`src/rtl/alu_sequencer_if.sv`:
```
// rtl/alu_sequencer_if.sv - request, ALU and response signal bundle for alu_sequencer
interface alu_sequencer_if;
  logic       req_valid;
  logic       req_ready;
  logic [3:0] req_a;
  logic [3:0] req_b;
  logic [2:0] req_sel;
  logic [3:0] alu_a;
  logic [3:0] alu_b;
  logic [2:0] alu_sel;
  logic [3:0] alu_result;
  logic       alu_carry;
  logic       rsp_valid;
  logic       rsp_ready;
  logic [3:0] rsp_result;
  logic       rsp_carry;
  logic [2:0] rsp_sel;
  logic [7:0] op_count;

  modport slave (
    input  req_valid, req_a, req_b, req_sel, alu_result, alu_carry, rsp_ready,
    output req_ready, alu_a, alu_b, alu_sel, rsp_valid, rsp_result, rsp_carry,
           rsp_sel, op_count
  );

  modport master (
    output req_valid, req_a, req_b, req_sel, alu_result, alu_carry, rsp_ready,
    input  req_ready, alu_a, alu_b, alu_sel, rsp_valid, rsp_result, rsp_carry,
           rsp_sel, op_count
  );
endinterface

```
`src/rtl/alu_sequencer.sv`:
```
// rtl/alu_sequencer.sv - queues ALU requests, issues them one at a time to an external ALU
module alu_sequencer #(
  parameter int DEPTH = 4
) (
  input logic           i_clk,
  input logic           i_rst,
  alu_sequencer_if.slave bus
);
  localparam int PW = $clog2(DEPTH);
  localparam logic [PW:0] C_FULL = (PW+1)'(DEPTH);

  typedef enum logic [1:0] {S_IDLE, S_EXEC, S_RESP} state_t;

  state_t          r_state;
  logic [10:0]     r_mem [DEPTH];
  logic [PW-1:0]   r_wr_ptr;
  logic [PW-1:0]   r_rd_ptr;
  logic [PW:0]     r_count;
  logic [3:0]      r_alu_a;
  logic [3:0]      r_alu_b;
  logic [2:0]      r_alu_sel;
  logic            r_rsp_valid;
  logic [3:0]      r_rsp_result;
  logic            r_rsp_carry;
  logic [2:0]      r_rsp_sel;
  logic [7:0]      r_op_count;

  logic            w_full;
  logic            w_push;
  logic            w_pop;

  // Ready depends only on occupancy so the producer never sees a valid->ready loop
  assign w_full        = (r_count == C_FULL);
  assign w_push        = bus.req_valid && !w_full;
  assign w_pop         = (r_state == S_IDLE) && (r_count != '0);
  assign bus.req_ready = !w_full;

  assign bus.alu_a      = r_alu_a;
  assign bus.alu_b      = r_alu_b;
  assign bus.alu_sel    = r_alu_sel;
  assign bus.rsp_valid  = r_rsp_valid;
  assign bus.rsp_result = r_rsp_result;
  assign bus.rsp_carry  = r_rsp_carry;
  assign bus.rsp_sel    = r_rsp_sel;
  assign bus.op_count   = r_op_count;

  always_ff @(posedge i_clk) begin
    if (w_push) r_mem[r_wr_ptr] <= {bus.req_sel, bus.req_b, bus.req_a};
  end

  always_ff @(posedge i_clk or posedge i_rst) begin
    if (i_rst) begin
      r_wr_ptr <= '0;
      r_rd_ptr <= '0;
      r_count  <= '0;
    end else begin
      if (w_push) r_wr_ptr <= r_wr_ptr + PW'(1);
      if (w_pop)  r_rd_ptr <= r_rd_ptr + PW'(1);
      case ({w_push, w_pop})
        2'b10:   r_count <= r_count + (PW+1)'(1);
        2'b01:   r_count <= r_count - (PW+1)'(1);
        default: r_count <= r_count;
      endcase
    end
  end

  always_ff @(posedge i_clk or posedge i_rst) begin
    if (i_rst) begin
      r_state      <= S_IDLE;
      r_alu_a      <= '0;
      r_alu_b      <= '0;
      r_alu_sel    <= '0;
      r_rsp_valid  <= 1'b0;
      r_rsp_result <= '0;
      r_rsp_carry  <= 1'b0;
      r_rsp_sel    <= '0;
      r_op_count   <= '0;
    end else begin
      case (r_state)
        S_IDLE: begin
          if (w_pop) begin
            {r_alu_sel, r_alu_b, r_alu_a} <= r_mem[r_rd_ptr];
            r_state <= S_EXEC;
          end
        end
        S_EXEC: begin
          r_rsp_result <= bus.alu_result;
          r_rsp_sel    <= r_alu_sel;
          // Carry is only meaningful for add/sub; the ALU leaves it undefined otherwise
          r_rsp_carry  <= (r_alu_sel[2:1] == 2'b00) ? bus.alu_carry : 1'b0;
          r_rsp_valid  <= 1'b1;
          r_state      <= S_RESP;
        end
        S_RESP: begin
          if (bus.rsp_ready) begin
            r_rsp_valid <= 1'b0;
            r_op_count  <= r_op_count + 8'd1;
            r_state     <= S_IDLE;
          end
        end
        default: r_state <= S_IDLE;
      endcase
    end
  end
endmodule
```
`src/flat_wrapper.sv`:
```
// flat-port wrapper written by rule: the top's interface ports become plain ports
module alu_sequencer_flat 
#(
  parameter int DEPTH = 4
)
  (i_clk, i_rst, bus_req_valid, bus_req_a, bus_req_b, bus_req_sel, bus_alu_result, bus_alu_carry, bus_rsp_ready, bus_req_ready, bus_alu_a, bus_alu_b, bus_alu_sel, bus_rsp_valid, bus_rsp_result, bus_rsp_carry, bus_rsp_sel, bus_op_count);
  alu_sequencer_if bus_i ();
  input logic i_clk;
  input logic i_rst;
  input wire logic [$bits(bus_i.req_valid)-1:0] bus_req_valid;
  input wire logic [$bits(bus_i.req_a)-1:0] bus_req_a;
  input wire logic [$bits(bus_i.req_b)-1:0] bus_req_b;
  input wire logic [$bits(bus_i.req_sel)-1:0] bus_req_sel;
  input wire logic [$bits(bus_i.alu_result)-1:0] bus_alu_result;
  input wire logic [$bits(bus_i.alu_carry)-1:0] bus_alu_carry;
  input wire logic [$bits(bus_i.rsp_ready)-1:0] bus_rsp_ready;
  output wire logic [$bits(bus_i.req_ready)-1:0] bus_req_ready;
  output wire logic [$bits(bus_i.alu_a)-1:0] bus_alu_a;
  output wire logic [$bits(bus_i.alu_b)-1:0] bus_alu_b;
  output wire logic [$bits(bus_i.alu_sel)-1:0] bus_alu_sel;
  output wire logic [$bits(bus_i.rsp_valid)-1:0] bus_rsp_valid;
  output wire logic [$bits(bus_i.rsp_result)-1:0] bus_rsp_result;
  output wire logic [$bits(bus_i.rsp_carry)-1:0] bus_rsp_carry;
  output wire logic [$bits(bus_i.rsp_sel)-1:0] bus_rsp_sel;
  output wire logic [$bits(bus_i.op_count)-1:0] bus_op_count;
  assign bus_i.req_valid = bus_req_valid;
  assign bus_i.req_a = bus_req_a;
  assign bus_i.req_b = bus_req_b;
  assign bus_i.req_sel = bus_req_sel;
  assign bus_i.alu_result = bus_alu_result;
  assign bus_i.alu_carry = bus_alu_carry;
  assign bus_i.rsp_ready = bus_rsp_ready;
  assign bus_req_ready = bus_i.req_ready;
  assign bus_alu_a = bus_i.alu_a;
  assign bus_alu_b = bus_i.alu_b;
  assign bus_alu_sel = bus_i.alu_sel;
  assign bus_rsp_valid = bus_i.rsp_valid;
  assign bus_rsp_result = bus_i.rsp_result;
  assign bus_rsp_carry = bus_i.rsp_carry;
  assign bus_rsp_sel = bus_i.rsp_sel;
  assign bus_op_count = bus_i.op_count;
  alu_sequencer #(.DEPTH(DEPTH)) u_core (.i_clk(i_clk), .i_rst(i_rst), .bus(bus_i));
endmodule
```
`config.mk`:
```
export PLATFORM = sky130hd
export DESIGN_NAME = alu_sequencer_flat
export DESIGN_NICKNAME = d
export VERILOG_FILES = /design/src/rtl/alu_sequencer_if.sv /design/src/rtl/alu_sequencer.sv /design/src/flat_wrapper.sv
export SDC_FILE = /design/constraint.sdc
export NUM_CORES = 1
export LEC_CHECK = 0
export BUFFER_PORTS_ARGS = -buffer_cell sky130_fd_sc_hd__buf_2
export CORE_UTILIZATION = 55
export CTS_CLUSTER_SIZE = 10
export DETAILED_ROUTE_END_ITERATION = 16
export PLACE_DENSITY = 0.77
export SKIP_LAST_GASP = 1
export SLEW_MARGIN = 0
export SYNTH_ARGS = -nofsm -noshare
export SYNTH_HDL_FRONTEND = slang
export SYNTH_SLANG_ARGS = --single-unit
```
`constraint.sdc`:
```
create_clock -name i_clk -period 2.6 [get_ports i_clk]
set_input_delay 0.13 -clock i_clk [delete_from_list [all_inputs] [get_ports i_clk]]
set_output_delay 0.13 -clock i_clk [all_outputs]
set_load 0.02 [all_outputs]
```
==> run metrics <==
Max Root-Sink Buffers 2; Unique masters post-synth 33; PortBufs between 40 and 50; Slew Viols, Final 0; # rows 27; multi-input logic area roughly 900 um2; All-Layer GR Usage 20.1%; DR WL/cell 16.2 um; crit path DAT 2470 ps; Chip Height 78.6 um; # Post-CTS Setup Buffers 0; Routed WL 5.48 mm; normalized max-slew margin 57.5%; H-tree Lvls 3; pin count of the biggest net entering global routing 26; fin nets about 290; Tmin final around 2200 ps; cell taking the most area after synthesis edfxtp_1; top post-synthesis cells by area edfxtp_1 (41%), dfrtp_1 (29%), mux4_2 (5.6%); die extent in x between 70 and 80 um; Vias/cell 5.24; DR vias ~1800; final hold vios 0; R2R Setup Slk about 390 ps; Pre-Repair DR Iteration Count 6; leakage power total roughly 1.7 nW; crit path max fanout 6; FF+latch area 0.00225 mm2; DRT antenna net count 0; Hold Crit Depth 1; skew final between 8 and 9 ps; Clock Tree Root clkbuf_8; Worst-Skew Late Latency 340 ps; CP endpoint kind register; first-pass GRT wire length between 8 and 9 mm; setup TNS 0 ps; non-filler instance count after layout approximately 340; Syn Std Cell Area between 0.003 and 0.004 mm2; total power around 0.0047 W; Mean Syn Cell Area between 15 and 20 um2; GPL Wtd Cong about 0.71; Worst R2R End u_core.r_count[2]; count of final setup violators 0; residual DRC count 0; crit share post-route a little over four fifths; CP endpoint u_core.r_count[2]; Max Clock Freq 453 MHz; Pwr Density around 1200 mW/mm2; number of I/O pins 49; full die area 0.00618 mm2; path depth of the worst reg2reg path 8; Mapped Nets 218; worst path required time 2860 ps; start point of the worst hold path bus_req_a[3]; Initial DRC Count between 50 and 60; Worst setup SP type register; TritonCTS sink count between 80 and 90; RSZ-0062 raised after global routing no; worst slew pin tran roughly 640 ps; Worst Setup Path Type reg2reg; Ys Warns 0; fraction of layout cells with a size suffix above 1 approximately 34%; vias in the first global route between 1500 and 2000; Fillers 354; Initial Util between 50% and 60%; worst r2r src u_core.r_count[0]; most frequent cells in the layout buf_2 (48), edfxtp_1 (44), dfrtp_1 (37); cts bufs inserted 9; status finished, final reports clean; most common cell after layout, fill and taps aside buf_2; post-place setup slack ~410 ps; Clk pin slew, worst setup/hold paths 80 ps; final setup margin between 300 and 400 ps; sequential area share after synthesis between 60% and 70%; Final HPWL DP 3.49 mm; share of the synthesized area in the top cell type roughly 40%; Max-cap violations 0; Antenna Cells 0; Inst Count DP 309; worst hold path class in2reg; CP startpoint u_core.r_count[0]; Core Area 0.00557 mm2; #FFs+latches synth between 80 and 90; TritonCTS clock tree done; total gr overflow 0; Layout area overhead 20.8%; initial antenna violation count 0; cell count after synthesis 191; Peak VDD IR ~0.66 mV
==> how the worst min path moves through the flow <==
stage,to,slack [ps]
CTS,u_core.r_mem[2][3],3
finish,u_core.r_mem[3][3],20
global route,u_core.r_mem[3][3],4
detailed placement,u_core.r_wr_ptr[0],200
floorplan,u_core.r_mem[0][0],230
global placement,u_core.r_wr_ptr[0],180
==> registers in the layout, indices dropped and copies added, names as in the netlist <==
| signal | flops |
|---|---|
| u_core.bus.op_count | 8 |
| u_core.r_count | 3 |
| u_core.bus.alu_sel | 3 |
| u_core.bus.rsp_carry | 1 |
| u_core.r_rd_ptr | 2 |
| u_core.bus.rsp_valid | 1 |
| u_core.r_mem | 44 |
| u_core.bus.rsp_result | 4 |
| u_core.r_wr_ptr | 2 |
| u_core.bus.alu_b | 4 |
| u_core.bus.alu_a | 4 |
| u_core.bus.rsp_sel | 3 |
| u_core.r_state | 2 |
==> cell usage after synthesis <==
cell	n
nand2_2	1
nand2_1	30
nor2b_1	1
or4b_1	1
xnor2_1	7
nand2b_1	2
mux2i_1	1
a22o_1	1
o21ai_0	1
nor3_1	4
ha_1	6
mux4_2	8
or3b_1	1
and3b_1	1
clkbuf_1	2
dfrtp_1	37
nor3_2	2
nor2_1	1
xor2_1	6
nor4_1	1
buf_6	1
nand3b_2	1
mux2_2	4
edfxtp_1	44
fa_1	1
and3_1	4
inv_1	6
buf_2	1
mux4_1	3
nand4_1	2
mux2_4	8
nand3_1	1
buf_4	1
==> through the flow <==
stage,instance area (um2),hold slack (ps),utilization (%)
2_1_floorplan,3230,229,-
3_3_place_gp,3550,184,63.7
3_5_place_dp,3550,195,63.7
4_1_cts,3900,3.37,69.9
5_1_grt,3900,4.26,69.9
6_report,3900,15.6,69.9
==> where the power goes <==
part           internal [W]  total [W]  switching [W]
Sequential          0.00178    0.00208       0.000299
Combinational      0.000808    0.00166       0.000850
Clock              0.000561   0.000995       0.000434
==> final cells by class <==
class,count,share of cell area (%)
Sequential cell,81,57.7
Multi-Input combinational cell,99,23.8
Tap cell,72,2.31
Inverter,6,0.578
Timing Repair Buffer,64,10.1
Clock buffer,10,3.53
Clock inverter,6,2.09
==> kinds of logic after synthesis <==
logic type               Yosys count  share of synthesized area [%]
flip-flops                        81                           69.6
buffers and inverters             11                           1.67
AND/OR/NAND/NOR                   53                           8.34
adder cells (fa/ha/maj)            7                           2.95
XOR/XNOR                          13                           3.53
AO/OA/AOI/OAI                      2                          0.426
multiplexers                      24                           13.5
==> routing by layer <==
layer | vias to the layer above | track usage (%) | wire, um
met5 | - | 0 | 0
met4 | 0 | 10.7 | 126
met3 | 11 | 4.42 | 216
met2 | 50 | 33.3 | 2750
met1 | 869 | 24.7 | 2390
li1 | 840 | - | -
==> worst max-delay path: stages (launching register included) <==
cell	delay (ps)
dfrtp_1	430
or3b_1	480
nand2_2	130
ha_1	190
inv_1	70
fa_1	430
xor2_1	160
nor2_1	110
xor2_1	140
==> repair_timing <==
action / 4_1_cts / 5_1_grt
hold buffers: 13 / 0
hold endpoints to repair: 44 / 0
gates resized for setup: 0 / 0
No activity file was read; power rests on OpenSTA's default activity.
